### src/rtl/midi_voice_alloc.sv
// midi_voice_alloc: allocates four synth voices from a stream of decoded MIDI
// channel messages.
//   clk, rst_n          clock and asynchronous active-low reset
//   ch_message, chan    status nibble (non-zero for one cycle per message) and channel
//   note, velocity, lsb message data bytes
//   gate, retrig        per-voice gate and one-cycle allocation pulse
//   voice_note/vel      per-voice note and velocity, voice i on bits [7i+6:7i]
//   all_busy            all four voices gated
// Every output is registered, so a message seen in cycle N shows up in cycle N+1.

// One voice slot: holds gate, note, velocity, LRU age and the retrig pulse.
module midi_voice_slot #(
  parameter int AW      = 2,
  parameter int RST_AGE = 0
) (
  input  logic          clk,
  input  logic          rst_n,
  input  logic          alloc_i,   // this voice takes the incoming note-on
  input  logic          bump_i,    // another voice was allocated and this one ages
  input  logic          clr_i,     // note-off hit or all-notes-off
  input  logic [6:0]    note_i,
  input  logic [6:0]    vel_i,
  output logic          gate_d_o,
  output logic          gate_o,
  output logic          retrig_o,
  output logic [6:0]    note_o,
  output logic [6:0]    vel_o,
  output logic [AW-1:0] age_o
);
  logic          gate_q, retrig_q;
  logic [6:0]    note_q, vel_q;
  logic [AW-1:0] age_q;

  // Allocation wins over clear; the two never coincide for a single message.
  assign gate_d_o = alloc_i ? 1'b1 : (clr_i ? 1'b0 : gate_q);

  always_ff @(posedge clk or negedge rst_n) begin
    if (!rst_n) begin
      gate_q   <= 1'b0;
      retrig_q <= 1'b0;
      note_q   <= '0;
      vel_q    <= '0;
      age_q    <= AW'(RST_AGE);
    end else begin
      gate_q   <= gate_d_o;
      retrig_q <= alloc_i;
      if (alloc_i) begin
        note_q <= note_i;
        vel_q  <= vel_i;
        age_q  <= '0;
      end else if (bump_i) begin
        age_q  <= age_q + AW'(1);
      end
    end
  end

  assign gate_o   = gate_q;
  assign retrig_o = retrig_q;
  assign note_o   = note_q;
  assign vel_o    = vel_q;
  assign age_o    = age_q;
endmodule

module midi_voice_alloc #(
  parameter bit         OMNI    = 1'b1,
  parameter logic [3:0] CHANNEL = 4'd0
) (
  input  logic        clk,
  input  logic        rst_n,
  input  logic [3:0]  ch_message,
  input  logic [3:0]  chan,
  input  logic [6:0]  note,
  input  logic [6:0]  velocity,
  input  logic [6:0]  lsb,
  output logic [3:0]  gate,
  output logic [3:0]  retrig,
  output logic [27:0] voice_note,
  output logic [27:0] voice_vel,
  output logic        all_busy
);
  localparam int NV = 4;
  localparam int AW = $clog2(NV);

  logic                   accept, note_on, note_off, all_off;
  logic [NV-1:0]          gate_q, gate_d, hit, alloc, bump, clr;
  logic [NV-1:0][6:0]     vnote, vvel;
  logic [NV-1:0][AW-1:0]  age;
  logic [AW-1:0]          hit_idx, free_idx, old_idx, sel_idx, best_age, prev_age;
  logic                   all_busy_q;

  assign accept   = OMNI || (chan == CHANNEL);
  assign note_on  = accept && (ch_message == 4'b1001) && (velocity != 7'd0);
  assign note_off = accept && ((ch_message == 4'b1000) ||
                               ((ch_message == 4'b1001) && (velocity == 7'd0)));
  assign all_off  = accept && (ch_message == 4'b1011) && (lsb == 7'd123);

  always_comb begin
    hit_idx  = '0;
    free_idx = '0;
    old_idx  = '0;
    best_age = '0;
    for (int i = 0; i < NV; i++) hit[i] = gate_q[i] && (vnote[i] == note);
    // Descending scan so the lowest matching index is the one left standing.
    for (int i = NV-1; i >= 0; i--) if (hit[i]) hit_idx = AW'(i);
    // Ages are a permutation, so the free-voice maximum is unique.
    for (int i = 0; i < NV; i++) begin
      if (!gate_q[i] && (age[i] >= best_age)) begin
        best_age = age[i];
        free_idx = AW'(i);
      end
      if (age[i] == AW'(NV-1)) old_idx = AW'(i);
    end
    if (|hit)         sel_idx = hit_idx;
    else if (~&gate_q) sel_idx = free_idx;
    else              sel_idx = old_idx;
    prev_age = age[sel_idx];
    alloc    = note_on ? (NV'(1) << sel_idx) : '0;
    for (int i = 0; i < NV; i++) begin
      bump[i] = note_on && !alloc[i] && (age[i] < prev_age);
      clr[i]  = (note_off && hit[i]) || all_off;
    end
  end

  for (genvar g = 0; g < NV; g++) begin : g_voice
    midi_voice_slot #(.AW(AW), .RST_AGE(NV-1-g)) u_slot (
      .clk      (clk),
      .rst_n    (rst_n),
      .alloc_i  (alloc[g]),
      .bump_i   (bump[g]),
      .clr_i    (clr[g]),
      .note_i   (note),
      .vel_i    (velocity),
      .gate_d_o (gate_d[g]),
      .gate_o   (gate_q[g]),
      .retrig_o (retrig[g]),
      .note_o   (vnote[g]),
      .vel_o    (vvel[g]),
      .age_o    (age[g])
    );
  end

  always_ff @(posedge clk or negedge rst_n) begin
    if (!rst_n) all_busy_q <= 1'b0;
    else        all_busy_q <= &gate_d;
  end

  assign gate       = gate_q;
  assign voice_note = vnote;
  assign voice_vel  = vvel;
  assign all_busy   = all_busy_q;
endmodule
### config.mk
export PLATFORM = sky130hd
export DESIGN_NAME = midi_voice_alloc
export DESIGN_NICKNAME = d
export VERILOG_FILES = /design/src/rtl/midi_voice_alloc.sv
export SDC_FILE = /design/constraint.sdc
export NUM_CORES = 1
export LEC_CHECK = 0
export ABC_AREA = 1
export CAP_MARGIN = 40
export CELL_PAD_IN_SITES_DETAIL_PLACEMENT = 1
export CELL_PAD_IN_SITES_GLOBAL_PLACEMENT = 1
export CORE_MARGIN = 1.5
export CORE_UTILIZATION = 35
export DETAILED_ROUTE_END_ITERATION = 7
export PLACE_DENSITY = 0.79
export SYNTH_ARGS = -nofsm -noshare
export SYNTH_HDL_FRONTEND = slang
export SYNTH_HIERARCHICAL = 1
export SYNTH_SLANG_ARGS = --single-unit
### constraint.sdc
create_clock -name clk -period 5.7 [get_ports clk]
set_clock_uncertainty 0.05 [all_clocks]
set_input_delay 0.855 -clock clk [delete_from_list [all_inputs] [get_ports clk]]
set_output_delay 0.855 -clock clk [all_outputs]
set_load 0.05 [all_outputs]
==> reports/summary.md, run 1 <==
Across all setup checks in the final design, the least slack found is 0.887 ns. Entering global routing, the biggest net connects 61 pins. The share of total power dissipated in the clock network is 19.4%. The share of the clock period used by the worst path after layout is 84.4%, and the count of H-tree levels built during CTS is 3. The logs give 52.9% for the part of the power in combinational logic and 28 for the number of different library cells in the post-synthesis netlist. From synthesis to final layout, the design area changed by 34.0%.

The first global-routing pass estimated 21400 um of wire. Yosys attributes the largest share of cell area to sky130_fd_sc_hd__dfrtp_1, sky130_fd_sc_hd__nand2_1, sky130_fd_sc_hd__inv_1. In this run the critical register-to-register path is launched from g_voice[0].u_slot/age_o[1]$_DFFE_PN1P_. The average instance in the mapped netlist occupies 7.10 um2.

In the global route stage, overall resource usage came out at 22.1%. Counting every net in the synthesized netlist gives 608. The library cell contributing the largest single delay on the critical path was sky130_fd_sc_hd__dfstp_2.

The worst reg-to-reg path cell count came out at 29. TritonCTS built the clock tree. The flow ran to the end, and the final reports show no timing, DRC or antenna violations. For this run, the leading register cell type out of synthesis is sky130_fd_sc_hd__dfrtp_1. The setup check on the worst reg-to-reg path leaves a slack of 0.89 ns. For the final setup violation count, the log shows 0. The number of primary I/O pins is 96, and the number of hold buffers added after cts is 0.

The routed wire length per instance is 16.0 um. The cell with the most instances after synthesis is sky130_fd_sc_hd__nand2_1. The first-pass iteration count of the detailed router was 7.

Counting both buffers and inverters, the worst setup path holds a total of 4. The maximum clock rate was 0.208 GHz. The smallest clock period supported by the final layout is computed as 4.81 ns.

The via density per instance came out at 4.88. The synthesized design contains 0 enable-type register cells. The synthesized netlist devotes 1.85% of its cell area to adder and majority cells. After synthesis, the share of flip-flops with an asynchronous set or reset is 100%. The post-route netlist has 10.5% of its cells at a drive strength greater than 1. The clock latency on the worst-skew pair was 0.34 ns.

The number of global-route vias before repair came out at 4167. In this design, the largest share of critical-path delay is due to simple AND/OR/NAND/NOR gates. The run gives 0.00281 uW as the leakage power total. The initial core utilization is 35.6%, and the number of maximum-capacitance constraint violations is 0.

The logs give 0 for the number of antenna violations at the first check in global routing and 571 for the synthesized instance count. Buffer count from post-CTS setup fixing: 0. The logs give 0 for the final antenna diode count and 47.7% for the utilization after layout. The tools report the final total negative setup slack as 0 ns. Summing the areas of all and, or, nand and nor instances in the mapped netlist gives 40.4% of the synthesized area.

The synthesized-area fraction occupied by ao, oa, aoi and oai cells was 4.73%; the net switching power figure was 1570 uW. In this run the clock root is driven by a sky130_fd_sc_hd__clkbuf_16. The count of state elements after synthesis was 73; the required time at the endpoint of the critical path was 5.88 ns. The routed design has 13100 um of wire.

The tightest min-delay check is of the in2async type. Kind of launch point of the worst setup path: a flop. CTS saw 73 sinks.

The placeable core area was 11400 um2; the xor/xnor cell area share of the yosys netlist was 0%. The type of element capturing the critical path was a flop. The switching part of the total works out to 49.3%. The clock-pin slew of the registers on the worst-case setup and hold paths came out at 0.06 ns. The count of synthesis-stage warnings from yosys was 6; the count of input and output buffers was 91.

The detail route stage leaves a number of antenna-violating nets equal to 0. Data on the critical path arrives at its endpoint at 5.00 ns. Number of buffers on the longest clock path: 2. The tools report the reg-to-reg critical path endpoint as all_busy$_DFF_PN0_. The total power per unit cell area was 588 nW/um2. The internal power summed over all cells was 1620 uW; the number of CTS-inserted buffers was 9.

The transition at the pin with the smallest max-transition slack is 0.768 ns, and the number of fillers in the final layout is 1473. Along the worst path, the maximum fanout reaches 17. The final route contains 3993 vias. The critical path in this run is classified as reg2reg. From bottom edge to top edge, the die measures 111 um. The biggest area contributor in the post-synthesis netlist is sky130_fd_sc_hd__dfrtp_1. VDD sags by at most 0.260 mV. Headroom to the max-slew limit came out at 48.8%. Summed over all nets, the half-perimeter wirelength after detailed placement is 9410 um. The area share of the leading cell type in the synthesized netlist came out at 42.6%. The run gives 0.879 ns as the setup slack after placement.

The die width was 111 um; the share of the yosys chip area belonging to registers was 45.2%. For this block, the initial DRC count from the detailed router was 143. The max-slew violation total from the final report was 0.

Dominant combinational cell family by area after synthesis: simple AND/OR/NAND/NOR gates. Setup repair after global routing left no endpoint under its margin. The tools report the area of the die as 12200 um2. Routability-driven placement finished with a final weighted congestion of 0.864. The number of hold violations in the final report came out at 0. At the end of the flow, the number of nets in the layout was 707.

The floorplan has 39 rows. The synthesized netlist occupies a cell area of 4050 um2. Among the stages of the critical path, the cell type that occurs most often is sky130_fd_sc_hd__nand2_1. The post-cts resize count was 0; the total overflow reported by the global router was 0. After synthesis, the share of cell area in mux cells is 0%.

The number of DRC violations after detailed routing was 0. The largest incremental delay on the critical path came out at 0.55 ns. The commonest cells after synthesis are sky130_fd_sc_hd__nand2_1, sky130_fd_sc_hd__dfrtp_1, sky130_fd_sc_hd__inv_1, sky130_fd_sc_hd__nor2_1, sky130_fd_sc_hd__nand3_1.

The share of total power dissipated in sequential elements is 27.7%.
## logic make-up after synthesis
family                     Yosys count
AOI/OAI and AO/OA                   31
and+or+nand+nor                    389
adders and majority gates            6
buffers and inverters               72
DFF                                 73
## cell type report
type	count	area, um2	area share, %
clock inverter	4	77.6	1.43
timing repair buffer	96	943	17.4
sequential	73	1830	33.7
multi-input combinational	426	1920	35.4
inverter	64	240	4.43
tap	143	179	3.30
clock buffer	12	236	4.36
## routing by layer
layer	GRT usage, %	wire length [um]	up-vias
met5	0	0	-
met2	37.9	6500	88
li1	-	-	1946
met4	8.03	275	0
met1	27.6	5710	1932
met3	4.39	617	27
## through the flow
| step | area [um2] | hold WS (ns) | std cells | total power, uW |
|---|---|---|---|---|
| 2_1_floorplan | 4050 | 0.454 | 571 | 2010 |
| 3_3_place_gp | 5110 | 0.403 | 802 | 2520 |
| 3_5_place_dp | 5110 | 0.412 | 802 | 2570 |
| 4_1_cts | 5430 | 0.359 | 818 | 3210 |
| 5_1_grt | 5430 | 0.369 | 818 | 3380 |
| 6_report | 5430 | 0.353 | 818 | 3190 |
## cells in the final DEF (no fill, tap or decap), drive strengths merged
cell type	instances
nand3	31
dfrtp	69
or4	1
dfstp	4
nor3	6
bufinv	2
a21oi	13
nand4	1
o211ai	1
ha	6
buf	6
o21ai	14
o31ai	3
clkdlybuf4s50	90
nand3b	1
nor2	44
nand2	304
clkinv	2
inv	64
clkbuf	12
or2	1
## sequential cells by signal (all words and copies together) (netlist names)
| name | cells |
|---|---|
| g_voice.u_slot/age_o | 8 |
| g_voice.u_slot/vel_o | 28 |
| g_voice.u_slot/gate_o | 4 |
| all_busy | 1 |
| g_voice.u_slot/note_o | 28 |
| g_voice.u_slot/retrig_o | 4 |
## how the worst max path moves through the flow
stage	startpoint	end	slack [ns]	cells past startpoint
after CTS	g_voice[0].u_slot/age_o[1]$_DFFE_PN1P_	all_busy$_DFF_PN0_	0.84	29
after floorplan	g_voice[0].u_slot/gate_o$_DFF_PN0_	all_busy$_DFF_PN0_	1.32	27
after detailed placement	g_voice[0].u_slot/age_o[1]$_DFFE_PN1P_	all_busy$_DFF_PN0_	0.88	29
after global placement	g_voice[0].u_slot/age_o[1]$_DFFE_PN1P_	all_busy$_DFF_PN0_	1.06	29
after global routing	g_voice[0].u_slot/age_o[1]$_DFFE_PN1P_	all_busy$_DFF_PN0_	0.36	29
final	g_voice[0].u_slot/age_o[1]$_DFFE_PN1P_	all_busy$_DFF_PN0_	0.89	29
## power groups by stage
stage	clock, uW	sequential (uW)	combinational, uW
final	618	883	1690
after global placement	0	879	1640
after global routing	639	911	1830
after floorplan	0	1380	627
after CTS	620	886	1700
after detailed placement	0	891	1680
## worst register-to-register path: cells and delay by family (launching register included)
kind,cells,cell delay [ns]
DFF,1,0.55
buffers and inverters,4,0.71
AOI/OAI and AO/OA,4,0.74
adders and majority gates,3,0.88
and+or+nand+nor,18,1.79
(Power assumes the default switching activity.)
==> run 2: changes to the inputs <==
- clock period: 5.7 -> 4.55 ns (I/O delays scaled with it)
==> reports/summary.md, run 2 (synthesis results as in run 1) <==
CTS built an H-tree with a depth of 3. Of the total power, the share spent switching nets is 50.4%. After legalization and detailed placement, the total HPWL measured 9870 um. The run gives 23.0% as the global router's overall resource usage. The library cell contributing the largest single delay on the critical path was sky130_fd_sc_hd__dfstp_2.

Entering global routing, the biggest net connects 35 pins. The kind of launch point of the worst setup path is a flop. The tools report the type of element capturing the critical path as a flop. The leakage power total came out at 0.00287 uW.

In this run the vertical extent of the chip is 111 um. The run finished with clean final reports. Overall power consumption: 4110 uW.

After detailed routing, the number of vias per cell comes to 4.86. Total overflow reported by the global router: 0. The die is 111 um wide. For this configuration, the core starts out at a cell density of 35.6%. The detailed-route wire length was 13700 um; the number of global-route vias before repair was 4411. The number of CTS-inserted buffers was 9. TritonCTS built the clock tree. The worst path uses 96.2% of the clock period. The congestion estimate from routability-driven global placement came to 0.846. Per report_power, the combinational group accounts for 55.4% of the total. For the number of primary I/O pins, the log shows 96. Clock-pin slew was measured on the worst setup and hold paths at 0.06 ns. After detailed routing, the number of remaining DRC violations is 0. Clock tree synthesis selected as its root buffer the cell sky130_fd_sc_hd__clkbuf_16. In the final design database the tool counted 714 nets.

The minimum setup slack among reg-to-reg paths was 0.17 ns. Of the cells placed in the final design, the portion with a size suffix greater than 1 is 14.4%. The repair_antennas step left the layout with diodes totalling 0. The run gives 151 as the count of routing violations after the opening detailed-route iteration. The number of hold violations in the final report was 0; the portion of total power attributed to sequential cells was 27.1%.

The logs give 22000 um for the first-pass GRT wire length and 0 for the number of antenna violations at the first check in global routing. The run gives 63.5% as the worst slew slack as a fraction of its limit. The run gives 4.55 ns as the data arrival time of the critical path.

The largest driver fanout on the critical path was 6; the count of input and output buffers was 91. For the number of hold buffers added after cts, the log shows 0. The logs give 0 for the max-slew violation total from the final report and 4 for the first-pass iteration count of the detailed router.

The internal power summed over all cells was 2040 uW; the number of fillers in the final layout was 1445. Setup violations remaining at the end of the flow were counted as 0. The count of nets left with antenna violations once routing finished came out at 0. Placeable core area: 11400 um2.

The most numerous cell type found on the critical path is sky130_fd_sc_hd__nand2_1. IR analysis of the VDD net gives a maximum drop of 0.300 mV. For this design the ratio of total power to cell area is 734 nW/um2. The cell row count was 39; the required time at the endpoint of the critical path was 4.72 ns. The layout overhead on the synthesized area works out to 38.3%.

The floorplan step defined a die boundary enclosing 12200 um2. The library cells used most frequently in the layout, excluding fill and tap cells, are sky130_fd_sc_hd__nand2_1, sky130_fd_sc_hd__clkdlybuf4s50_1, sky130_fd_sc_hd__dfrtp_1, sky130_fd_sc_hd__inv_1, sky130_fd_sc_hd__nor2_1. The transition at the pin with the smallest max-transition slack was 0.543 ns. On the worst path, the slowest cell contributes a delay of 0.56 ns. In this run the deepest clock path goes through 2 buffers.

For the worst-skew pair, the clock arrives at the later sink with an insertion delay of 0.34 ns. Based on the critical path, the design can be clocked at up to 0.228 GHz. The clock network accounts for 17.5% of the total power. The logs give 2070 uW for the net switching power figure and 4011 for the count of vias placed by the detailed router.

The routed wire length per instance works out to 16.6 um. The commonest non-fill, non-tap cell in the layout was sky130_fd_sc_hd__nand2_1. The area of all placed cells without fillers came out at 5600 um2. For this design, the sink count on the clock tree is 73.

The cell area after placement was 5160 um2. Critical path class: reg2reg. Worst min-delay path category: in2async.

Max-cap violations in this run came to 0. The worst path needs 4.38 ns of the cycle, external delays included.
run 2: changes by cell type in the layout (fill, tap and decap cells not counted), moves of 3 or more:
cell,before,now
sky130_fd_sc_hd__nand3_1,28,25
sky130_fd_sc_hd__o21ai_0,10,6
sky130_fd_sc_hd__inv_4,0,3
sky130_fd_sc_hd__nand2_1,293,286
sky130_fd_sc_hd__clkinv_2,0,3
sky130_fd_sc_hd__o21ai_2,0,3
sky130_fd_sc_hd__nand2_2,8,15
sky130_fd_sc_hd__buf_4,5,11
run 2: metrics by stage:
stage | worst slack (ns) | utilization [%] | setup TNS (ns) | cells | hold WS [ns]
after floorplan | 0.174 | - | 0 | 571 | 0.337
after global placement | 0.199 | 45.2 | 0 | 805 | 0.404
after detailed placement | -0.0793 | 45.4 | -0.0968 | 806 | 0.415
after CTS | 0.00741 | 48.1 | 0 | 822 | 0.190
after global routing | -0.0703 | 49.3 | -0.351 | 825 | 0.197
final | 0.173 | 49.3 | 0 | 825 | 0.192
run 2: layout make-up:
type                       instances  area, um2  area share (%)
clock buffer                      11        243            4.33
clock inverter                     5       53.8           0.960
inverter                          64        248            4.42
multi-input combinational        426       2040            36.4
sequential                        73       1830            32.7
tap                              143        179            3.19
timing repair buffer             103       1010            18.0
run 2: timing repair:
action                                  in CTS  in global routing
pin swaps                                    0                 11
resized for setup                            6                 27
endpoints found under the setup margin      16                 71
buffers inserted                             0                  3
run 2: routing by layer:
| layer | wire [um] | vias up | share of wire (%) | track usage (%) |
|---|---|---|---|---|
| li1 | - | 1951 | - | - |
| met1 | 5720 | 1941 | 42 | 27.7 |
| met2 | 7050 | 102 | 51 | 40.8 |
| met3 | 705 | 17 | 5.1 | 4.23 |
| met4 | 229 | 0 | 1.7 | 8.29 |
| met5 | 0 | - | 0 | 0 |
run 2: worst paths after layout:
path	start	end	depth (start not counted)
worst max-delay path	g_voice[0].u_slot/age_o[1]$_DFFE_PN1P_	g_voice[2].u_slot/age_o[1]$_DFFE_PN0P_	29
worst min-delay path	rst_n	g_voice[1].u_slot/vel_o[0]$_DFFE_PN0P_	1
worst max register to register	g_voice[0].u_slot/age_o[1]$_DFFE_PN1P_	g_voice[2].u_slot/age_o[1]$_DFFE_PN0P_	29
worst min register to register	g_voice[1].u_slot/vel_o[5]$_DFFE_PN0P_	g_voice[1].u_slot/vel_o[5]$_DFFE_PN0P_	2
max in group asynchronous	rst_n	g_voice[2].u_slot/note_o[5]$_DFFE_PN0P_	3
min in group clk	g_voice[1].u_slot/vel_o[5]$_DFFE_PN0P_	g_voice[1].u_slot/vel_o[5]$_DFFE_PN0P_	2
run 2: critical path, delay by kind of cell, from the launching register on:
kind | cells | cell delay, ns
AO/OA/AOI/OAI | 4 | 0.53
buffers and inverters | 1 | 0.07
AND/OR/NAND/NOR | 21 | 2.12
adder cells (fa/ha/maj) | 3 | 0.88
flip-flops | 1 | 0.56
run 2: power groups by stage:
stage	sequential (uW)	clock, uW	combinational (uW)
2_1_floorplan	1730	0	785
3_3_place_gp	1100	0	2070
3_5_place_dp	1120	0	2120
4_1_cts	1110	732	2160
5_1_grt	1140	753	2450
6_report	1110	718	2280
==> run 3: changes to the inputs <==
- PLACE_DENSITY: 0.79 -> not set
- PLACE_DENSITY_LB_ADDON: not set -> 0.1
==> reports/summary.md, run 3 (synthesis results as in run 1) <==
The worst-case IR drop observed on VDD is 0.304 mV. Type of element capturing the critical path: a flop. The number of hold violations in the final report is 0. For the global router's overall resource usage, the log shows 21.9%. The number of clock buffers added by TritonCTS is 9. The number of sinks handled by clock tree synthesis is 73, and the cell area after placement is 5170 um2.

TritonCTS built the clock tree. The worst register-to-register path has a depth of 30. Counting stages on the worst path, the most repeated cell is sky130_fd_sc_hd__nand2_1. For this run the aggregate overflow at the end of global routing stands at 0.

The run gives 0.33 ns as the clock latency on the worst-skew pair. For met2 alone, demand over resource in global routing was 36.3%. Setup repair after global routing left no endpoint under its margin. The repair_antennas step left the layout with diodes totalling 0.

The largest driver fanout on the critical path was 7. Registers are responsible for 25.8% of the overall power. The detailed router finished its first iteration with 181 violations. The tools report the data arrival time of the critical path as 4.45 ns.

After clock tree synthesis, the clock-pin slew on the worst setup and hold paths is 0.06 ns. After the last flow step, the layout net total stands at 720. Pin placement for this block handled 96 I/O pins.

The internal power of the cells totals 2220 uW. The critical path is of the reg2reg type. The number of antenna violations at the first check in global routing was 0. The layout overhead on the synthesized area is 41.2%. At the pin with the least slew margin, the transition time is 0.535 ns.

The wire-length estimate of the detail-placed layout is 9450 um. The worst pin sits at a relative slew slack of 64.2%. Max-slew violation total from the final report: 0. Summing over every cut layer, the via total after detailed routing is 4053. STA classifies the critical path startpoint as a flop. Hold timing on the final database bottoms out at a slack of 0.185 ns. The area of all placed cells without fillers is 5720 um2. For this design the ratio of total power to cell area is 751 nW/um2. For this design the static power due to leakage is 0.00293 uW.

In this design, the stage delay of the slowest critical-path cell is 0.55 ns. Met3 layer usage reported by global route: 4.23%. Routability-driven placement finished with a final weighted congestion of 0.819.

The library cell used most frequently in the layout, excluding fill and tap cells, is sky130_fd_sc_hd__nand2_1. In the layout the commonest cells are sky130_fd_sc_hd__nand2_1, sky130_fd_sc_hd__clkdlybuf4s50_1, sky130_fd_sc_hd__dfrtp_1, sky130_fd_sc_hd__inv_1, sky130_fd_sc_hd__nor2_1. For the worst setup path, the data required time is 4.76 ns. In this run the deepest clock path goes through 2 buffers.

The die outline height was 111 um; the part of the total power dissipated in the clock network was 19.6%. In this run the worst hold path is classified as in2async. The tools report the number of fillers in the final layout as 1409. Routed wire length per instance: 16.0 um. The peak-usage layer in the global routing report is met2.

The first detailed-routing pass took 4 iterations. Combinational cells account for 54.6% of the total power. The maximum clock rate came out at 0.236 GHz. Max-cap violations in this run came to 0. The count of input and output buffers came out at 91.

The first global-routing pass estimated 21200 um of wire. The switching part of the total was 48.4%. The die is 111 um wide. For this run, design rule violations remaining after detail routing come to 0.

The count of nets left with antenna violations once routing finished came out at 0. For this run, global-route usage on met1 was measured as 29.4%. The flow ran to the end, and the final reports show no timing, DRC or antenna violations. Using the TritonRoute via totals, the vias-per-cell ratio works out to 4.88. The die covers 12200 um2. In this run the power spent charging and discharging nets is 2080 uW.

The logs give 0 ns for the final total negative setup slack and 55 for the maximum number of pins on one net before global-route repair. The initial utilization of the core area, before any placement, comes to 35.6%. The total area inside the core boundary comes to 11400 um2. In this run the number of H-tree levels came out at 3. The library cell contributing the largest single delay on the critical path was sky130_fd_sc_hd__dfstp_2. For the minimum setup slack among reg-to-reg paths, the log shows 0.31 ns. The run gives 4077 as the number of global-route vias before repair.

The startpoint identified for the worst register-to-register timing path is g_voice[0].u_slot/age_o[1]$_DFFE_PN1P_. Of the cells placed in the final design, the portion with a size suffix greater than 1 is 15.0%. The routed design has 13300 um of wire. The worst path needs 4.24 ns of the cycle, external delays included. The share of the clock period used by the worst path after layout works out to 93.3%.

Setup violations remaining at the end of the flow were counted as 0. The reg-to-reg critical path endpoint is g_voice[1].u_slot/age_o[1]$_DFFE_PN1P_. In this run the clock root is driven by a sky130_fd_sc_hd__clkbuf_16. The tools report the overall power consumption as 4300 uW. The run gives 39 as the cell row count.
-- run 3: how the worst max path moves through the flow --
stage	start	to	slack (ns)	depth (start not counted)
after global routing	g_voice[0].u_slot/age_o[1]$_DFFE_PN1P_	g_voice[1].u_slot/age_o[1]$_DFFE_PN1P_	0.008	30
after global placement	g_voice[0].u_slot/age_o[1]$_DFFE_PN1P_	all_busy$_DFF_PN0_	0.23	27
after detailed placement	g_voice[0].u_slot/age_o[1]$_DFFE_PN1P_	all_busy$_DFF_PN0_	0.06	27
after floorplan	g_voice[0].u_slot/gate_o$_DFF_PN0_	all_busy$_DFF_PN0_	0.17	27
after CTS	g_voice[0].u_slot/age_o[1]$_DFFE_PN1P_	all_busy$_DFF_PN0_	0.02	27
final	g_voice[0].u_slot/age_o[1]$_DFFE_PN1P_	g_voice[1].u_slot/age_o[1]$_DFFE_PN1P_	0.31	30
-- run 3: per-layer routing --
metal	up-vias	wire length, um
met5	-	0
met4	0	214
met3	17	667
met2	83	6490
met1	1983	5960
li1	1970	-
-- run 3: power groups by stage --
stage	clock [uW]	sequential, uW	combinational, uW
CTS	855	1110	2140
detailed placement	0	1110	2110
finish	842	1110	2350
global placement	0	1100	2050
global route	885	1140	2510
floorplan	0	1730	785
-- run 3: cell type report --
cell class              instances  area [um2]  area share, %
clock inverters                 4        98.8           1.73
well taps                     143         179           3.13
multi-input cells             426        2040           35.7
repair buffers                109        1070           18.7
flip-flops and latches         73        1830           32.0
inverters                      64         245           4.29
clock buffers                  12         256           4.48
-- run 3: worst max-delay path: cells and delay by family (launching register included) --
family / cells / cell delay [ns]
flops: 1 / 0.55
simple gates: 19 / 1.87
compound gates: 5 / 0.56
fa+ha+maj: 3 / 0.89
buf+inv: 3 / 0.25
-- run 3: what timing repair did --
item,CTS,global route
gates resized for setup,0,31
buffers inserted,0,9
hold buffers,0,0
endpoints found under the setup margin,0,72
-- run 3: metrics by stage --
| step | utilization [%] | instances | setup slack (ns) |
|---|---|---|---|
| 2_1_floorplan | - | 571 | 0.174 |
| 3_3_place_gp | 45.2 | 805 | 0.233 |
| 3_5_place_dp | 45.4 | 806 | 0.0610 |
| 4_1_cts | 48.6 | 822 | 0.0189 |
| 5_1_grt | 50.3 | 831 | 0.00838 |
| 6_report | 50.3 | 831 | 0.306 |
